`src/rtl/boot_rom_req_arbiter_pkg.sv`:
```
// Shared types and constants for the boot ROM request arbiter.
// Pending-response bundle plus ROM window defaults.
package boot_rom_arb_pkg;

  localparam int unsigned IDX_W = 8;

  localparam logic [31:0] ROM_BASE_DEF  = 32'h1A00_0000;
  localparam int unsigned ROM_AW_DEF    = 13;
  localparam int unsigned NUM_M_DEF     = 2;
  localparam logic [31:0] ERR_RDATA     = 32'h0;

  typedef struct packed {
    logic             valid;
    logic             err;
    logic [IDX_W-1:0] idx;
  } resp_t;

  function automatic logic out_of_window(
    input logic [31:0] add,
    input logic [31:0] base,
    input int unsigned aw
  );
    logic [31:0] off;
    logic [31:0] msk;
    off = add - base;
    msk = ~((32'h1 << aw) - 32'h1);
    return |(off & msk);
  endfunction

endpackage

```
`src/rtl/boot_rom_req_arbiter_if.sv`:
```
// Master-side TCDM bundle and ROM-side port of the arbiter.
// slave: arbiter view; master: requesters plus ROM.
interface boot_rom_req_arbiter_if #(
  parameter int unsigned NUM_MASTERS = 2
);

  logic [NUM_MASTERS-1:0]       m_req;
  logic [NUM_MASTERS-1:0][31:0] m_add;
  logic [NUM_MASTERS-1:0]       m_wen;
  logic [NUM_MASTERS-1:0]       m_gnt;
  logic [NUM_MASTERS-1:0]       m_r_valid;
  logic [NUM_MASTERS-1:0][31:0] m_r_rdata;
  logic [NUM_MASTERS-1:0]       m_r_opc;

  logic        rom_req;
  logic [31:0] rom_add;
  logic        rom_gnt;
  logic        rom_r_valid;
  logic [31:0] rom_r_rdata;

  modport slave (
    input  m_req,
    input  m_add,
    input  m_wen,
    output m_gnt,
    output m_r_valid,
    output m_r_rdata,
    output m_r_opc,
    output rom_req,
    output rom_add,
    input  rom_gnt,
    input  rom_r_valid,
    input  rom_r_rdata
  );

  modport master (
    output m_req,
    output m_add,
    output m_wen,
    input  m_gnt,
    input  m_r_valid,
    input  m_r_rdata,
    input  m_r_opc,
    input  rom_req,
    input  rom_add,
    output rom_gnt,
    output rom_r_valid,
    output rom_r_rdata
  );

endinterface

```
`src/rtl/boot_rom_req_arbiter_rr_arb.sv`:
```
// Round-robin pick: first request at or after the pointer,
// wrapping modulo N. Purely combinational.
module boot_rom_rr_arb #(
  parameter int unsigned N  = 2,
  parameter int unsigned IW = $clog2(N)
) (
  input  logic [N-1:0]  req,
  input  logic [IW-1:0] ptr,
  output logic [N-1:0]  gnt,
  output logic [IW-1:0] idx,
  output logic          valid
);

  always_comb begin
    gnt   = '0;
    idx   = '0;
    valid = 1'b0;
    for (int k = 0; k < int'(N); k++) begin
      if (!valid && req[(int'(ptr) + k) % int'(N)]) begin
        valid = 1'b1;
        idx   = IW'((int'(ptr) + k) % int'(N));
        gnt[(int'(ptr) + k) % int'(N)] = 1'b1;
      end
    end
  end

endmodule

```
`src/rtl/boot_rom_req_arbiter.sv`:
```
// N-to-1 boot ROM arbiter: round-robin grant, local error
// termination of writes/out-of-window reads, 1-cycle response.
module boot_rom_req_arbiter
  import boot_rom_arb_pkg::*;
#(
  parameter int unsigned NUM_MASTERS    = NUM_M_DEF,
  parameter int unsigned ROM_ADDR_WIDTH = ROM_AW_DEF,
  parameter logic [31:0] ROM_BASE_ADDR  = ROM_BASE_DEF
) (
  input logic                  clk_i,
  input logic                  rst_i,
  boot_rom_req_arbiter_if.slave bus
);

  localparam int unsigned IW = $clog2(NUM_MASTERS);

  logic [NUM_MASTERS-1:0] err;
  logic [NUM_MASTERS-1:0] pick;
  logic [IW-1:0]          win;
  logic                   any;
  logic                   win_err;
  logic                   grant;
  logic [IW-1:0]          ptr_q;
  logic [IW-1:0]          ptr_nxt;
  resp_t                  pend_q;
  logic                   unused_rvalid;

  assign unused_rvalid = bus.rom_r_valid;

  always_comb begin
    for (int i = 0; i < int'(NUM_MASTERS); i++) begin
      err[i] = !bus.m_wen[i] ||
               out_of_window(bus.m_add[i], ROM_BASE_ADDR,
                             ROM_ADDR_WIDTH);
    end
  end

  boot_rom_rr_arb #(
    .N  (NUM_MASTERS),
    .IW (IW)
  ) u_rr (
    .req   (bus.m_req),
    .ptr   (ptr_q),
    .gnt   (pick),
    .idx   (win),
    .valid (any)
  );

  // Errors never wait on the ROM; only reads depend on rom_gnt.
  assign win_err     = err[win];
  assign grant       = any && (win_err || bus.rom_gnt);
  assign bus.m_gnt   = grant ? pick : '0;
  assign bus.rom_req = any && !win_err;
  assign bus.rom_add = bus.m_add[win];

  assign ptr_nxt = (int'(win) == int'(NUM_MASTERS) - 1)
                 ? '0 : win + IW'(1);

  always_ff @(posedge clk_i) begin
    if (rst_i) begin
      ptr_q  <= '0;
      pend_q <= '0;
    end else if (grant) begin
      ptr_q        <= ptr_nxt;
      pend_q.valid <= 1'b1;
      pend_q.err   <= win_err;
      pend_q.idx   <= IDX_W'(win);
    end else begin
      pend_q <= '0;
    end
  end

  always_comb begin
    bus.m_r_valid = '0;
    bus.m_r_rdata = '0;
    bus.m_r_opc   = '0;
    for (int i = 0; i < int'(NUM_MASTERS); i++) begin
      if (pend_q.valid && pend_q.idx == IDX_W'(i)) begin
        bus.m_r_valid[i] = 1'b1;
        bus.m_r_opc[i]   = pend_q.err;
        bus.m_r_rdata[i] = pend_q.err ? ERR_RDATA
                                      : bus.rom_r_rdata;
      end
    end
  end

endmodule

```
`src/flat_wrapper.sv`:
```
// flat-port wrapper written by rule: the top's interface ports become plain ports
module boot_rom_req_arbiter_flat import boot_rom_arb_pkg::*;
#(
  parameter int unsigned NUM_MASTERS    = NUM_M_DEF,
  parameter int unsigned ROM_ADDR_WIDTH = ROM_AW_DEF,
  parameter logic [31:0] ROM_BASE_ADDR  = ROM_BASE_DEF
)
  (clk_i, rst_i, bus_m_req, bus_m_add, bus_m_wen, bus_m_gnt, bus_m_r_valid, bus_m_r_rdata, bus_m_r_opc, bus_rom_req, bus_rom_add, bus_rom_gnt, bus_rom_r_valid, bus_rom_r_rdata);
  boot_rom_req_arbiter_if #(.NUM_MASTERS(NUM_MASTERS)) bus_i ();
  input logic clk_i;
  input logic rst_i;
  input wire logic [$bits(bus_i.m_req)-1:0] bus_m_req;
  input wire logic [$bits(bus_i.m_add)-1:0] bus_m_add;
  input wire logic [$bits(bus_i.m_wen)-1:0] bus_m_wen;
  output wire logic [$bits(bus_i.m_gnt)-1:0] bus_m_gnt;
  output wire logic [$bits(bus_i.m_r_valid)-1:0] bus_m_r_valid;
  output wire logic [$bits(bus_i.m_r_rdata)-1:0] bus_m_r_rdata;
  output wire logic [$bits(bus_i.m_r_opc)-1:0] bus_m_r_opc;
  output wire logic [$bits(bus_i.rom_req)-1:0] bus_rom_req;
  output wire logic [$bits(bus_i.rom_add)-1:0] bus_rom_add;
  input wire logic [$bits(bus_i.rom_gnt)-1:0] bus_rom_gnt;
  input wire logic [$bits(bus_i.rom_r_valid)-1:0] bus_rom_r_valid;
  input wire logic [$bits(bus_i.rom_r_rdata)-1:0] bus_rom_r_rdata;
  assign bus_i.m_req = bus_m_req;
  assign bus_i.m_add = bus_m_add;
  assign bus_i.m_wen = bus_m_wen;
  assign bus_m_gnt = bus_i.m_gnt;
  assign bus_m_r_valid = bus_i.m_r_valid;
  assign bus_m_r_rdata = bus_i.m_r_rdata;
  assign bus_m_r_opc = bus_i.m_r_opc;
  assign bus_rom_req = bus_i.rom_req;
  assign bus_rom_add = bus_i.rom_add;
  assign bus_i.rom_gnt = bus_rom_gnt;
  assign bus_i.rom_r_valid = bus_rom_r_valid;
  assign bus_i.rom_r_rdata = bus_rom_r_rdata;
  boot_rom_req_arbiter #(.NUM_MASTERS(NUM_MASTERS), .ROM_ADDR_WIDTH(ROM_ADDR_WIDTH), .ROM_BASE_ADDR(ROM_BASE_ADDR)) u_core (.clk_i(clk_i), .rst_i(rst_i), .bus(bus_i));
endmodule
```
`config.mk`:
```
export PLATFORM = sky130hd
export DESIGN_NAME = boot_rom_req_arbiter_flat
export DESIGN_NICKNAME = d
export VERILOG_FILES = /design/src/rtl/boot_rom_req_arbiter_pkg.sv /design/src/rtl/boot_rom_req_arbiter_if.sv /design/src/rtl/boot_rom_req_arbiter_rr_arb.sv /design/src/rtl/boot_rom_req_arbiter.sv /design/src/flat_wrapper.sv
export SDC_FILE = /design/constraint.sdc
export NUM_CORES = 1
export LEC_CHECK = 0
export CAP_MARGIN = 5
export CORE_AREA = 2 2 81 83
export DETAILED_ROUTE_END_ITERATION = 16
export DIE_AREA = 0 0 83 85
export HOLD_SLACK_MARGIN = 0.15
export PLACE_DENSITY_LB_ADDON = 0.12
export SLEW_MARGIN = 20
export SYNTH_ARGS = -nofsm -noshare
export SYNTH_HDL_FRONTEND = slang
export SYNTH_SLANG_ARGS = --single-unit
```
`constraint.sdc`:
```
create_clock -name clk_i -period 1.93 [get_ports clk_i]
set_input_delay 0.386 -clock clk_i [delete_from_list [all_inputs] [get_ports clk_i]]
set_output_delay 0.386 -clock clk_i [all_outputs]
set_load 0.1 [all_outputs]
```
## After elaboration in Yosys (flattened, before gate mapping)

Index checks and enable logic that the tools add are counted.
Widths: inputs -> output; s select.

| storage, ports and cells | value |
|---|---|
| bits in registers | 11 |
| latch bits | 0 |
| bits in writable memories | 0 |
| memory bits (read-only) | 0 |
| input port bits | 104 |
| output and inout port bits | 103 |
| logic and storage cells | 65 |
| memories kept | 0 |

| cells by class | value |
|---|---|
| $add $sub $neg | 4 |
| multiply operators | 0 |
| div/mod/pow operators | 0 |
| $lt $le $gt $ge | 5 |
| equality and inequality tests | 1 |
| shifts and indexed selects | 0 |
| mux-type cells | 29 |
| bitwise logic cells | 3 |
| reduce and logical (&&, ||, !) cells | 18 |

Operators by type and width:

| kind | number |
|---|---|
| $mux 32 | 5 |
| $sub 32x29->32 const B | 2 |
| $reduce_or 19->1 | 2 |
| $mux 1 | 18 |
| $mux 10 | 1 |
| $eq 8x1->1 const B | 1 |
| $logic_not 8->1 | 1 |
| $logic_and 1x1->1 | 7 |
| $mux 2 | 3 |
| $logic_not 1->1 | 4 |
| $lt 1x2->1 const B | 2 |
| $logic_or 1x1->1 | 3 |
| $lt 2x3->1 const B | 1 |
| $add 1x1->1 const B | 2 |
| $demux 1 s1 | 2 |
| $ge 2x1->1 const B | 1 |
| $or 2x2->2 | 1 |
| $reduce_or 2->1 | 1 |
| $and 1x1->1 const A | 1 |
| $ge 1x1->1 const B | 1 |
| $not 1->1 | 1 |

## Longest topological paths before layout

Gate-level depths: netlist (run 1).

| depth | value |
|---|---|
| depth in word-level cells | 13 |
| mapped depth | 5 |
| mapped depth without buffers | 5 |

## Cells and area by module

From an unflattened synthesis (run 1), not the netlist that was laid out.

| unflattened totals | value |
|---|---|
| cells, all modules | 202 |
| area total of the unflattened synthesis | 1338.8 µm² |

Modules (own cells, without submodules):

| module | instances | cells each | area an instance (µm²) | seq. area each (µm²) |
|---|---|---|---|---|
| boot_rom_req_arbiter | 1 | 197 | 1306.3 | 80.1 |
| boot_rom_rr_arb | 1 | 5 | 32.5 | 0.0 |

## Worst setup path after synthesis (run 1)

Ideal clock, no wire load.

| timing path | value |
|---|---|
| path kind | input to output |
| start | in bus_m_req[0] |
| end | out bus_m_gnt[0] |
| arrival | 2.856 ns |
| data required time | 1.544 ns |
| slack | -1.312 ns |
| stages | 4 |
| buffers on the path | 1 |
| cells stage by stage | nor2b_4 -> nor2_2 -> buf_2 -> nor3_1 |

| between the ends | value |
|---|---|
| cells in the longest elaborated chain, start to end | 11 |
| elaborated cells between the ends (all ways) | 19 |
| classes of those cells | 14 x mux; 1 x bitwise; 4 x reduce/logical |

RTL lines:

| element | line | RTL |
|---|---|---|
| start: declaration | flat_wrapper.sv:12 | `input wire logic [$bits(bus_i.m_req)-1:0] bus_m_req;` |
| $mux 1 (not written as such) (2 in series) | boot_rom_req_arbiter_rr_arb.sv:19 | `if (!valid && req[(int'(ptr) + k) % int'(N)]) begin` |
| $mux 1 | boot_rom_req_arbiter_rr_arb.sv:19 |  |
| $logic_not 1->1 | boot_rom_req_arbiter_rr_arb.sv:19 |  |
| $logic_and 1x1->1 | boot_rom_req_arbiter_rr_arb.sv:19 |  |
| $mux 1 | boot_rom_req_arbiter_rr_arb.sv:19 |  |
| $mux 1 (not written as such) (2 in series) | boot_rom_req_arbiter.sv:50 | `assign win_err = err[win];` |
| $logic_or 1x1->1 | boot_rom_req_arbiter.sv:51 | `assign grant = any && (win_err \|\| bus.rom_gnt);` |
| $logic_and 1x1->1 | boot_rom_req_arbiter.sv:51 |  |
| $mux 2 (*) | boot_rom_req_arbiter.sv:52 | `assign bus.m_gnt = grant ? pick : '0;` |
| end: declaration | flat_wrapper.sv:15 | `output wire logic [$bits(bus_i.m_gnt)-1:0] bus_m_gnt;` |

Every way passes the cells marked *; elsewhere a longest branch is shown, timed or not. The select of a mux whose other input is x is not followed.

## Final worst setup path (run 1)

| timing path | value |
|---|---|
| start | in bus_m_add[30] |
| end | out bus_rom_req |

| between the ends | value |
|---|---|
| cells in the longest elaborated chain, start to end | 7 |

RTL lines:

| element | line | RTL |
|---|---|---|
| start: declaration | flat_wrapper.sv:13 | `input wire logic [$bits(bus_i.m_add)-1:0] bus_m_add;` |
| $sub 32x29->32 | boot_rom_req_arbiter_pkg.sv:25 | `off = add - base;` |
| $reduce_or 19->1 | boot_rom_req_arbiter_pkg.sv:27 | `return \|(off & msk);` |
| $logic_or 1x1->1 | boot_rom_req_arbiter.sv:32 | `err[i] = !bus.m_wen[i] \|\|` |
| $mux 1 (not written as such) (2 in series) | boot_rom_req_arbiter.sv:50 |  |
| $logic_not 1->1 | boot_rom_req_arbiter.sv:53 | `assign bus.rom_req = any && !win_err;` |
| $logic_and 1x1->1 | boot_rom_req_arbiter.sv:53 |  |
| end: declaration | flat_wrapper.sv:19 | `output wire logic [$bits(bus_i.rom_req)-1:0] bus_rom_req;` |

No other way between the ends. The select of a mux whose other input is x is not followed.

==> results of run 1 <==
[per-layer routing]
metal / part of all wire / wire (um) / global-route usage
met1: 0.34 / 2990 / 0.230
met2: 0.54 / 4800 / 0.453
met3: 0.088 / 782 / 0.0827
met4: 0.032 / 279 / 0.0924
met5: 0 / 0 / 0
[sequential cells by signal, summed over array words and instances, names as in the netlist]
register / flops
u_core.ptr_q: 1
u_core.pend_q: 3
[power by group]
| group | internal (mW) | switching (mW) | leakage (nW) |
|---|---|---|---|
| sequential | 0.0888 | 0.00397 | 0.0340 |
| combinational | 0.772 | 1.12 | 2.12 |
| clock | 0.133 | 0.0415 | 0.0216 |
[critical path, delay by kind of cell]
kind                   cells  cell delay [ns]
AOI/OAI and AO/OA          3             0.57
buffers and inverters      2             0.31
and+or+nand+nor            2             0.43
[area by class of cell]
class,count,area [um2],share of cell area
multi-input combinational,168,1460,0.289
clock buffer,3,41.3,0.00814
tap,77,96.3,0.0190
sequential,4,83.8,0.0165
timing repair buffer,243,3370,0.663
inverter,5,22.5,0.00444
[synthesized netlist by cell type (all sizes together)]
cell type and count:
nor2 70, nand2b 33, mux2 32, clkbuf 10
nor4 6, inv 5, dfxtp 4, nor3 4
buf 3, nand2 3, a21oi 2, and4b 2
nor2b 2, a211o 1, a211oi 1, a21boi 1
a31o 1, and2 1, and3 1, nand3 1
nor3b 1, nor4b 1, o2111ai 1, o211ai 1
o21ai 1, xnor2 1, xor2 1
[cell families (layout without fill, tap and decap cells)]
logic type             after synthesis  after routing  share of synthesized area
XOR/XNOR                             2              2                     0.0141
AND/OR/NAND/NOR                    125            125                      0.511
flip-flops                           4              4                     0.0643
AO/OA/AOI/OAI                        9              9                     0.0643
buffers and inverters               18            251                     0.0572
multiplexers                        32             32                      0.289
[per-stage QoR]
step           cell area (um2)  cells  worst slack, ns
6_report                  5070    500           -0.154
5_1_grt                   5070    500           -0.193
4_1_cts                   5050    497          -0.0653
3_5_place_dp              4720    482           -0.479
3_3_place_gp              4720    482           -0.477
2_1_floorplan             1410    190           -0.369
[final timing paths]
path / startpoint / to / cells past startpoint
max: bus_m_add[30] / bus_rom_req / 7
min: u_core.ptr_q / u_core.ptr_q / 3
max reg2reg: u_core.ptr_q / u_core.pend_q[8] / 9
min reg2reg: u_core.ptr_q / u_core.ptr_q / 3
[timing repair]
action                     in CTS  in global routing
gates cloned                    3                  0
resized for setup             175                 34
pin swaps                      22                 15
buffers inserted               10                  4
setup endpoints to repair      35                 35
==> results.sh, run 1 <==
export IMPL_status="finished with violations"
export IMPL_violations="negative setup slack"
export IMPL_drt_initial_drc_count=50
export IMPL_worstPathRequired_ns=1.54
export IMPL_cts_tree="yes"
export IMPL_crit_path_cell_trace="buf_2 > nor4b_4 > o2111ai_2 > nor2_1 > a31o_1 > a21boi_4 > buf_12"
export IMPL_yosysTopAreaCell="mux2_2"
export IMPL_die_w_um=83
export IMPL_antenna_found_initial=0
export IMPL_clock_latency_ns=0.21
export IMPL_worstMarginPinSlew_ns=0.401
export IMPL_rsz0062_at_grt="true"
export IMPL_ys_seq_area_frac=0.0643
export IMPL_p_per_area_nw_per_um2=425
export IMPL_utilization=0.818
export IMPL_netlist_instances=190
export IMPL_syn_nets=294
export IMPL_min_period_ns=2.08
export IMPL_drv_cap=0
export IMPL_hold_buffers=0
export IMPL_path_class="in2out"
export IMPL_slew_headroom=0.733
export IMPL_final_cell_mix="buf_12, clkdlybuf4s50_1, nor2_1"
export IMPL_path_max_fanout=2
export IMPL_hpwl_mm=6.55
export IMPL_grt_max_degree=34
export IMPL_start_util=0.201
export IMPL_ys_seq_elements=4
export IMPL_power_mw=2.15
export IMPL_cts_max_path_buffers=2
export IMPL_hold_ws_ns=0.620
export IMPL_postSynthAreaPerCell_um2=6.56
export IMPL_ctsHtreeMaxLevel=1
export IMPL_synthTopCellsByArea="mux2_2, nor2_1, nand2b_1"
export IMPL_tns_ns=-0.241
export IMPL_min_period_over_period=1.08
export IMPL_portBuffers=205
export IMPL_synth_area_um2=1250
export IMPL_critPathLaunchType="input port"
export IMPL_synthToLayoutAreaGrowth_pct=307
export IMPL_cts_root_buf="clkbuf_8"
export IMPL_worst_setup_path_end_kind="output port"
export IMPL_final_setup_viol_count=3
export IMPL_design_die_area_um2=7060
export IMPL_gp_congestion=0.772
export IMPL_cp_slowest_cell="nor4b_4"
export IMPL_grt_pass1_wl_mm=13.4
export IMPL_fin_nets=529
export IMPL_num_fill_cells=366
export IMPL_yosysWarnings=0
export IMPL_final_hold_violation_count=0
export IMPL_drtAntennaViolNets=0
export IMPL_cts_sinks=4
export IMPL_coreArea_um2=6200
export IMPL_drcViolationCount=0
export IMPL_arrival_ns=1.70
export IMPL_yosysUniqueCellTypes=33
export IMPL_cts_reportedPaths_clkPinSlew_ns=0.03
export IMPL_yosysTopAreaCellShare=0.244
export IMPL_diodes=0
export IMPL_fp_dieH_um=85
export IMPL_grt_overflow=0
export IMPL_fin_worst_skew_ns=0.000954
export IMPL_r2r_slack_ns=0.28
export IMPL_grt_usage=0.236
export IMPL_drv_slew=0
export IMPL_viasPerCell=4.71
export IMPL_grt_pass1_vias=2561
export IMPL_cts_made_buffers=3
export IMPL_fp_row_count=29
export IMPL_wl_per_cell_um=17.7
export IMPL_fmax_mhz=480
export IMPL_critPathMaxStageDelay_ns=0.30
export IMPL_leakage_nw=2.17
export IMPL_final_common_cell="buf_12"
export IMPL_vdd_drop_max_mv=0.393
export IMPL_hold_class="reg2reg"
export IMPL_wirelength_mm=8.86
export IMPL_drive_above_1_share=0.629
export IMPL_firstDrtPassIters=4
export IMPL_setup_slack_ns=-0.154
export IMPL_io_pins=207
export IMPL_num_vias=2357
(Power assumes the default switching activity.)
==> inputs of run 2 (changes only) <==
- SLEW_MARGIN: 20 -> 30
==> results of run 2 <==
No change in the layout: final DEF, timing and power equal those of run 1.
==> inputs of run 3 (changes only) <==
- ABC_AREA: unset -> 1
- CAP_MARGIN: 5 -> unset
- CORE_AREA: 2 2 81 83 -> 2 2 79 81
- DIE_AREA: 0 0 83 85 -> 0 0 81 83
- PLACE_DENSITY: unset -> 0.8
- PLACE_DENSITY_LB_ADDON: 0.12 -> unset
==> run 3 against run 2 <==
The flow now stops in detailed placement (3_5_place_dp). Synthesized cell count up 48%. Area after synthesis up 1.2%.
==> results.sh, run 3 <==
export IMPL_hpwl_mm=11.8
export IMPL_tool_error="[ERROR DPL-0033] detailed placement checks failed during check placement."
export IMPL_status="did not finish"
export IMPL_ys_seq_elements=4
export IMPL_synth_area_um2=1260
export IMPL_fp_row_count=28
export IMPL_die_w_um=81
export IMPL_portBuffers=205
export IMPL_synth_common_cells="nand2_1, nor3_1, inv_1"
export IMPL_synthArstFlopShare=0
export IMPL_synthTopCellsByArea="nor3_1, nand2_1, inv_1"
export IMPL_yosys_most_used_dff="dfxtp_1"
export IMPL_netlist_instances=282
export IMPL_gp_congestion=0.839
export IMPL_yosysUniqueCellTypes=17
export IMPL_fp_dieH_um=83
export IMPL_io_pins=207
export IMPL_ys_seq_area_frac=0.0635
export IMPL_synth_edf_count=0
export IMPL_yosysTopAreaCell="nor3_1"
export IMPL_yosysWarnings=0
export IMPL_start_util=0.217
export IMPL_syn_nets=386
export IMPL_postSynthAreaPerCell_um2=4.47
export IMPL_stop_stage="detailed placement (3_5_place_dp)"
export IMPL_yosysTopAreaCellShare=0.258
export IMPL_yosysMostFrequentCell="nand2_1"
[run 3: stage by stage]
| step | setup WS, ns | hold slack, ns |
|---|---|---|
| global placement | -0.310 | 0.503 |
| floorplan | -0.526 | 0.437 |
[run 3: cell families after synthesis]
kind of cell	after synthesis	share of synthesized area
AOI/OAI and AO/OA	20	0.0903
buffers and inverters	77	0.229
DFF	4	0.0635
and+or+nand+nor	181	0.617
==> inputs of run 4 (changes only) <==
- HOLD_SLACK_MARGIN: 0.15 -> unset
- PLACE_DENSITY: 0.8 -> unset
- PLACE_DENSITY_LB_ADDON: unset -> 0.15
==> run 4 against run 3 <==
Area after synthesis stayed put. Synthesized cell count stayed put. The run again fails in detailed placement (3_5_place_dp).
==> results.sh, run 4 <==
export IMPL_status="did not finish"
export IMPL_stop_stage="detailed placement (3_5_place_dp)"
export IMPL_tool_error="[ERROR DPL-0033] detailed placement checks failed during check placement."
export IMPL_die_w_um=81
export IMPL_synth_edf_count=0
export IMPL_postSynthAreaPerCell_um2=4.47
export IMPL_yosysMostFrequentCell="nand2_1"
export IMPL_yosys_most_used_dff="dfxtp_1"
export IMPL_synth_area_um2=1260
export IMPL_yosysTopAreaCell="nor3_1"
export IMPL_start_util=0.217
export IMPL_ys_seq_elements=4
export IMPL_synthTopCellsByArea="nor3_1, nand2_1, inv_1"
export IMPL_yosysTopAreaCellShare=0.258
export IMPL_io_pins=207
export IMPL_ys_seq_area_frac=0.0635
export IMPL_yosysWarnings=0
export IMPL_netlist_instances=282
export IMPL_portBuffers=205
export IMPL_syn_nets=386
export IMPL_yosysUniqueCellTypes=17
export IMPL_hpwl_mm=10.9
export IMPL_fp_dieH_um=83
export IMPL_fp_row_count=28
export IMPL_synth_common_cells="nand2_1, nor3_1, inv_1"
export IMPL_synthArstFlopShare=0
export IMPL_gp_congestion=0.826
-- run 4: cell counts after synthesis --
No cell type changed its count.
-- run 4: cells by family after synthesis --
kind of cell | synth area share
AO/OA/AOI/OAI | 0.0903
buffers and inverters | 0.229
flip-flops | 0.0635
AND/OR/NAND/NOR | 0.617
-- run 4: through the flow --
step	TNS, ns	cells	cell area (um2)	worst slack [ns]
after global placement	-6.03	578	5700	-0.294
after floorplan	-19.32	282	2370	-0.526
